### src/rtl/window_assembler.sv
// window_assembler
//   Consumer end of a line buffer. Each accepted pixel brings a vertical
//   column of W_H pixels (newest row in the low byte). The column is shifted
//   into a W_H x W_W window, and the raster position of that pixel is tracked.
//   A registered window is presented one cycle after each accepted pixel.
//
// Ports
//   clk        in   rising-edge clock
//   rst        in   asynchronous active-high reset
//   en         in   column valid; one pixel accepted per cycle with en=1
//   sof        in   start of frame, sampled only when en=1
//   col_in     in   W_H*8     byte r = row N-r of the current column
//   win        out  W_H*W_W*8 byte (r*W_W+c) = row N-r, column M-c (c=0 newest)
//   win_valid  out  one-cycle strobe: win is a usable window
//   win_col    out  column index of the newest pixel in win
//   win_row    out  row index of the newest pixel in win
//
// Optional build macro WIN_ZERO_PAD_EN: win_valid follows every accepted
// pixel, and window columns/rows that fall outside the image are zeroed on
// the output (the shift register itself keeps raw data).
module window_assembler #(
   parameter int W_H      = 3,
   parameter int W_W      = 3,
   parameter int ROW_LEN  = 10,
   parameter int NUM_ROWS = 8
) (
   input  logic                          clk,
   input  logic                          rst,
   input  logic                          en,
   input  logic                          sof,
   input  logic [W_H*8-1:0]              col_in,
   output logic [W_H*W_W*8-1:0]          win,
   output logic                          win_valid,
   output logic [$clog2(ROW_LEN)-1:0]    win_col,
   output logic [$clog2(NUM_ROWS)-1:0]   win_row
);

   localparam int CW = $clog2(ROW_LEN);
   localparam int RW = $clog2(NUM_ROWS);
   localparam int WB = W_H * W_W * 8;

   localparam logic [CW-1:0] COL_LAST = CW'(ROW_LEN - 1);
   localparam logic [RW-1:0] ROW_LAST = RW'(NUM_ROWS - 1);
   localparam logic [CW-1:0] COL_MIN  = CW'(W_W - 1);
   localparam logic [RW-1:0] ROW_MIN  = RW'(W_H - 1);

   logic [WB-1:0] sr_q, sr_d;
   logic [CW-1:0] col_cnt_q, col_cnt_d;
   logic [RW-1:0] row_cnt_q, row_cnt_d;
   logic [CW-1:0] win_col_q, win_col_d;
   logic [RW-1:0] win_row_q, win_row_d;
   logic          win_valid_q, win_valid_d;

   // Position of the pixel being accepted this cycle (sof overrides counters)
   logic [CW-1:0] pos_col;
   logic [RW-1:0] pos_row;

   always_comb begin
      sr_d        = sr_q;
      col_cnt_d   = col_cnt_q;
      row_cnt_d   = row_cnt_q;
      win_col_d   = win_col_q;
      win_row_d   = win_row_q;
      win_valid_d = 1'b0;
      pos_col     = sof ? '0 : col_cnt_q;
      pos_row     = sof ? '0 : row_cnt_q;

      if (en) begin
         // Horizontal shift: column c takes column c-1, column 0 takes col_in
         for (int r = 0; r < W_H; r++) begin
            for (int c = 0; c < W_W; c++) begin
               if (c == 0)
                  sr_d[(r*W_W)*8 +: 8] = col_in[r*8 +: 8];
               else
                  sr_d[(r*W_W+c)*8 +: 8] = sr_q[(r*W_W+c-1)*8 +: 8];
            end
         end

         win_col_d = pos_col;
         win_row_d = pos_row;

         if (pos_col == COL_LAST) begin
            col_cnt_d = '0;
            row_cnt_d = (pos_row == ROW_LAST) ? '0 : pos_row + 1'b1;
         end else begin
            col_cnt_d = pos_col + 1'b1;
            row_cnt_d = pos_row;
         end

`ifdef WIN_ZERO_PAD_EN
         win_valid_d = 1'b1;
`else
         // Full window only: enough columns in this row and enough rows above
         win_valid_d = (pos_col >= COL_MIN) && (pos_row >= ROW_MIN);
`endif
      end
   end

   always_ff @(posedge clk or posedge rst) begin
      if (rst) begin
         sr_q        <= '0;
         col_cnt_q   <= '0;
         row_cnt_q   <= '0;
         win_col_q   <= '0;
         win_row_q   <= '0;
         win_valid_q <= 1'b0;
      end else begin
         sr_q        <= sr_d;
         col_cnt_q   <= col_cnt_d;
         row_cnt_q   <= row_cnt_d;
         win_col_q   <= win_col_d;
         win_row_q   <= win_row_d;
         win_valid_q <= win_valid_d;
      end
   end

`ifdef WIN_ZERO_PAD_EN
   // Output-side padding: the shift register keeps raw (possibly stale)
   // pixels, only the presented window is masked by the reported position.
   logic [WB-1:0] win_pad;

   always_comb begin
      win_pad = sr_q;
      for (int r = 0; r < W_H; r++) begin
         for (int c = 0; c < W_W; c++) begin
            if ((int'(win_col_q) < c) || (int'(win_row_q) < r))
               win_pad[(r*W_W+c)*8 +: 8] = 8'h00;
         end
      end
   end

   assign win = win_pad;
`else
   assign win = sr_q;
`endif

   assign win_valid = win_valid_q;
   assign win_col   = win_col_q;
   assign win_row   = win_row_q;

endmodule

### config.mk
export PLATFORM = sky130hd
export DESIGN_NAME = window_assembler
export DESIGN_NICKNAME = d
export VERILOG_FILES = /design/src/rtl/window_assembler.sv
export SDC_FILE = /design/constraint.sdc
export NUM_CORES = 1
export LEC_CHECK = 0
export ABC_AREA = 1
export CAP_MARGIN = 20
export CELL_PAD_IN_SITES_DETAIL_PLACEMENT = 0
export CELL_PAD_IN_SITES_GLOBAL_PLACEMENT = 1
export CORE_MARGIN = 2
export CORE_UTILIZATION = 30
export CTS_CLUSTER_DIAMETER = 50
export DETAILED_ROUTE_END_ITERATION = 8
export GPL_ROUTABILITY_DRIVEN = 0
export GPL_TIMING_DRIVEN = 0
export PLACE_DENSITY_LB_ADDON = 0.1
export SLEW_MARGIN = 0
export SYNTH_ARGS = -nofsm -noshare
export SYNTH_HDL_FRONTEND = slang
export SYNTH_SLANG_ARGS = --single-unit
### constraint.sdc
create_clock -name clk -period 3.55 [get_ports clk]
set_input_delay 0.8875 -clock clk [delete_from_list [all_inputs] [get_ports clk]]
set_output_delay 0.8875 -clock clk [all_outputs]
set_load 0.02 [all_outputs]
==> results of run 1 <==
logic make-up (layout without fill, tap and decap cells):
family          Yosys count  after routing  share of synthesized area, %
buf+inv                  40            163                          5.26
flops                    87             87                          63.1
simple gates            239            239                          27.2
fa+ha+maj                 2              2                         0.725
compound gates           24             24                          3.73
area by class of cell:
| cell class | instances | area share [%] |
|---|---|---|
| plain buffers | 18 | 1.95 |
| clock buffers | 12 | 4.92 |
| clock inverters | 4 | 0.898 |
| inverters | 22 | 1.72 |
| multi-input cells | 265 | 21.8 |
| flip-flops and latches | 87 | 43.4 |
| well taps | 143 | 3.57 |
| repair buffers | 107 | 21.7 |
synthesized netlist by cell type, types with 2 or more instances:
| cell | count |
|---|---|
| nand2_1 | 215 |
| dfrtp_1 | 87 |
| o21ai_0 | 21 |
| inv_1 | 18 |
| buf_2 | 12 |
| nor2_1 | 10 |
| nand3_1 | 6 |
| buf_4 | 4 |
| inv_2 | 3 |
| clkbuf_1 | 2 |
| ha_1 | 2 |
| nand2_2 | 2 |
| nand4_1 | 2 |
| o21bai_1 | 2 |
final timing paths:
check,to
worst max register to register,row_cnt_q[2]
worst min-delay path,win[42]
max in group asynchronous,win[55]
worst min register to register,win[42]
worst max-delay path,win[63]
min in group asynchronous,win[15]
flip-flops by register name, indices dropped and copies added, names as in the netlist:
| name | count |
|---|---|
| col_cnt_q | 4 |
| win_row | 3 |
| win | 72 |
| win_col | 4 |
| win_valid | 1 |
| row_cnt_q | 3 |
layer usage:
| metal | wire length [um] | GRT usage, % | vias to the layer above |
|---|---|---|---|
| li1 | - | - | 1428 |
| met1 | 4290 | 20.5 | 1295 |
| met2 | 3800 | 21.7 | 80 |
| met3 | 529 | 4.76 | 6 |
| met4 | 92 | 4.44 | 0 |
| met5 | 0 | 0 | - |
power by group through the flow:
stage / Clock, uW / Sequential (uW) / Combinational [uW]
2_1_floorplan: 0 / 1280 / 136
3_3_place_gp: 0 / 1180 / 515
3_5_place_dp: 0 / 1180 / 523
4_1_cts: 958 / 1160 / 524
5_1_grt: 999 / 1180 / 560
6_report: 932 / 1160 / 514
placed cells by master, fill, tap and decap left out, types with 2 or more instances in the layout:
| master | instances |
|---|---|
| o21bai_1 | 2 |
| buf_2 | 12 |
| nand3_1 | 6 |
| inv_2 | 3 |
| nand4_1 | 2 |
| inv_1 | 17 |
| clkbuf_16 | 9 |
| nand2_2 | 2 |
| nor2_1 | 10 |
| ha_1 | 2 |
| nand2_1 | 215 |
| o21ai_0 | 21 |
| dfrtp_1 | 87 |
| clkbuf_1 | 4 |
| buf_4 | 4 |
| clkinv_2 | 4 |
| clkdlybuf4s50_1 | 106 |
through the flow:
stage / cells / setup WS [ns] / power (uW)
after floorplan: 392 / 0.412 / 1420
after global placement: 641 / -1.19 / 1690
after detailed placement: 642 / 1.18 / 1700
after CTS: 658 / 1.25 / 2640
after global routing: 658 / 1.22 / 2730
final: 658 / 1.30 / 2610
==> flow_summary.json, run 1 <==
{
  "outcome": "finished clean",
  "leakage_uw": 0.00251,
  "wl_per_cell_um": 13.2,
  "tns_ns": 0,
  "p_sw_uw": 718,
  "final_area_mm2": 0.00501,
  "io_buffers": 106,
  "drt-total-wl_um": 8710,
  "critical-path-top-delay-family": "buffers and inverters",
  "drc": 0,
  "ys.flop_type": "dfrtp_1",
  "synth_edf_count": 0,
  "synth_area_mm2": 0.00345,
  "slew-limit-headroom_pct": 68.7,
  "path_cells": "clkdlybuf4s50_1",
  "start_util_pct": 30.5,
  "p_int_uw": 1890,
  "crit_required_ns": 2.66,
  "regArea_mm2": 0.00218,
  "path_buf_inv": 1,
  "die_h_um": 111,
  "switching_share_pct": 27.5,
  "ff2ff_path_depth": 6,
  "timing.final.crit_share_pct": 63.4,
  "p_seq_share_pct": 44.5,
  "finish.utilization_pct": 44.3,
  "fillCellCount": 1147,
  "ctsHoldBuffers": 0,
  "insertion_delay_ns": 0.33,
  "yosys.area.top_type_share_pct": 63.1,
  "peakVddDrop_v": 0.000194,
  "coreArea_mm2": 0.0113,
  "hold_slack_ns": 0.467,
  "drv_cap": 0,
  "drv_slew": 0,
  "ios": 108,
  "routed_via_density": 4.27,
  "synth_warnings": 0,
  "dr.pass1.iters": 6,
  "grt_pass1_vias": 2787,
  "power_frac_comb_pct": 19.7,
  "die_x_um": 111,
  "r2r_slack_ns": 2.43,
  "clockPowerShare_pct": 35.8,
  "crit_start": "win[63]",
  "cts.sinks": 87,
  "fmax_ghz": 0.444,
  "cp.depth": 1,
  "syn_area_per_cell_um2": 8.81,
  "grt.total_usage_pct": 14.6,
  "worst-path-max-fanout": 3,
  "slowest_stage": "clkdlybuf4s50_1",
  "reg2reg_from": "row_cnt_q[1]",
  "cts_tree": "done",
  "vias": 2809,
  "ys_seq_elements": 87,
  "finalHoldViolations": 0,
  "cts.htree.levels": 3,
  "multi_input_area_mm2": 0.00109,
  "critPathMaxStageDelay_ns": 0.65,
  "postSynthCellCount": 392,
  "hpwl_um": 6180,
  "dieArea_mm2": 0.0124,
  "cts_root_buf": "clkbuf_16",
  "nets": 540,
  "worstSetupPathType": "reg2out",
  "yosysTopAreaCell": "dfrtp_1",
  "rows": 39,
  "rsz0062_at_grt": "no",
  "cts_repair_resize_count": 0,
  "syn_nets": 422,
  "min_period_ns": 2.25,
  "drive_gt1_share_pct": 7.96,
  "hp-start": "win[42]",
  "antenna_cells": 0,
  "skew_ns": 0.00493,
  "place_area_mm2": 0.00472,
  "drtIter0Drc": 108,
  "setup_viol_count_final": 0,
  "synthTopCellsByArea": "dfrtp_1, nand2_1, o21ai_0, inv_1, buf_2",
  "antenna_found_initial": 0,
  "cp.arrival_ns": 1.36,
  "powerDensity_mw_per_mm2": 520,
  "syn_to_final_growth_pct": 45.2,
  "cts_made_buffers": 9,
  "worstHoldPathType": "reg2reg",
  "end_kind": "output port",
  "grt_pass1_wl_um": 14500,
  "ys_seq_area_share_pct": 63.1,
  "worst_pin_slew_ns": 0.470,
  "clkSlewWorstSetupHoldPaths_ns": 0.06,
  "cts_buffer_depth": 2,
  "grt.overflow.total": 0,
  "min_path_cells": 2,
  "post_cts_buffers": 0,
  "drtAntennaViolNets": 0,
  "grt_max_degree": 64,
  "worst_setup_path_start_kind": "flop",
  "synth-async-reset-ratio_pct": 100,
  "synth_cell_types": 20
}
No activity file was read; power rests on OpenSTA's default activity.
==> run 2: changes to the inputs <==
==> constraint.sdc (replaced) <==
create_clock -name clk -period 2.3 [get_ports clk]
set_input_delay 0.575 -clock clk [delete_from_list [all_inputs] [get_ports clk]]
set_output_delay 0.575 -clock clk [all_outputs]
set_load 0.02 [all_outputs]
==> run 2 against run 1 <==
Clock skew decreased by 0.0010 ns. Die area unchanged. Critical path type unchanged. Highest routed layer unchanged. Sequential cell count did not move.
==> flow_summary.json, run 2 (synthesis gave the netlist of run 1 again) <==
{
  "setup_viol_count_final": 0,
  "finalHoldViolations": 0,
  "rows": 39,
  "grt_max_degree": 38,
  "dieArea_mm2": 0.0124,
  "nets": 541,
  "peakVddDrop_v": 0.000425,
  "routed_via_density": 4.36,
  "critical-path-top-delay-family": "buffers and inverters",
  "fmax_ghz": 0.516,
  "dr.pass1.iters": 4,
  "io_buffers": 106,
  "path_buf_inv": 1,
  "drtIter0Drc": 107,
  "worstSetupPathType": "reg2out",
  "start_util_pct": 30.5,
  "vias": 2869,
  "drt-total-wl_um": 8890,
  "worst-path-max-fanout": 3,
  "clkSlewWorstSetupHoldPaths_ns": 0.06,
  "layout_setup_ws_ns": 0.360,
  "drc": 0,
  "antenna_cells": 0,
  "end_kind": "output port",
  "path_cells": "clkdlybuf4s50_1",
  "post_cts_buffers": 0,
  "slew-limit-headroom_pct": 68.1,
  "leakage_uw": 0.00250,
  "ios": 108,
  "fillCellCount": 1162,
  "worst_setup_path_start_kind": "flop",
  "cts_repair_resize_count": 0,
  "hpwl_um": 6310,
  "placed_cells": 643,
  "min_path_cells": 2,
  "drv_cap": 0,
  "hold_slack_ns": 0.473,
  "drtAntennaViolNets": 0,
  "drv_slew": 0,
  "antenna_found_initial": 0,
  "worstHoldPathType": "reg2reg",
  "most-common-layout-cells": "nand2_1, clkdlybuf4s50_1, dfrtp_1, o21ai_0, inv_1",
  "cp.arrival_ns": 1.36,
  "cts.sinks": 87,
  "min_period_ns": 1.94,
  "die_x_um": 111,
  "ff2ff_path_depth": 6,
  "rsz0062_at_grt": "no",
  "cts_made_buffers": 9,
  "crit_required_ns": 1.73,
  "grt.overflow.total": 0,
  "cts_tree": "done",
  "cts.htree.levels": 3,
  "tns_ns": 0,
  "critPathMaxStageDelay_ns": 0.65,
  "grt_pass1_vias": 2848,
  "cp.depth": 1,
  "final_cells": 658,
  "worst_pin_slew_ns": 0.478,
  "multi_input_area_mm2": 0.00109,
  "drive_gt1_share_pct": 8.16,
  "timing.final.crit_share_pct": 84.3,
  "cts_buffer_depth": 2,
  "final_area_mm2": 0.00500,
  "insertion_delay_ns": 0.33,
  "cts_root_buf": "clkbuf_16",
  "final_common_cell": "nand2_1",
  "syn_to_final_growth_pct": 44.9,
  "regArea_mm2": 0.00218,
  "ctsHoldBuffers": 0,
  "dpl_worst_slack_ns": 0.243,
  "largest_register_ffs": 72,
  "die_h_um": 111,
  "wl_per_cell_um": 13.5,
  "slowest_stage": "clkdlybuf4s50_1",
  "place_area_mm2": 0.00474,
  "skew_ns": 0.00390,
  "powerDensity_mw_per_mm2": 783,
  "coreArea_mm2": 0.0113,
  "grt_pass1_wl_um": 14900,
  "grt.total_usage_pct": 15.1,
  "outcome": "finished clean"
}
run 2: changes by cell type in the layout (fill, tap and decap cells not counted):
cell / before / now
bufinv_16: 1 / 0
clkinvlp_4: 0 / 2
clkbuf_1: 4 / 3
inv_4: 1 / 0
buf_16: 1 / 0
buf_12: 0 / 2
run 2: cell type report:
cell class	count	area share (%)
Inverter	22	1.75
Tap cell	143	3.58
Clock buffer	11	4.85
Clock inverter	4	0.450
Buffer	18	1.95
Timing Repair Buffer	108	22.0
Sequential cell	87	43.5
Multi-Input combinational cell	265	21.9
run 2: routing by layer:
metal  GRT usage [%]  wire length (um)  part of all wire [%]  up-vias
met3            3.72               509                   5.7       11
met1            21.0              4120                    46     1342
li1                -                 -                     -     1436
met2            22.9              4110                    46       80
met5               0                 0                     0        -
met4            5.68               151                   1.7        0
run 2: worst paths after layout:
check | from | endpoint | slack [ns]
hold / removal | win[67] | win[67] | 0.47
min in group asynchronous | rst | win[67] | 0.60
hold reg to reg | win[67] | win[67] | 0.47
setup / recovery | win[63] | win[63] | 0.36
max in group asynchronous | rst | win[46] | 1.17
setup reg to reg | row_cnt_q[1] | row_cnt_q[2] | 1.19
run 2: report_power, final:
part / switching (uW) / internal, uW / total (uW)
logic: 429 / 367 / 796
registers: 111 / 1680 / 1790
clock network: 575 / 750 / 1320
run 2: through the flow:
stage | utilization (%) | total power (uW)
CTS | 44.2 | 3970
global route | 44.2 | 4120
floorplan | - | 2190
finish | 44.2 | 3910
detailed placement | 41.8 | 2630
global placement | 41.5 | 2620
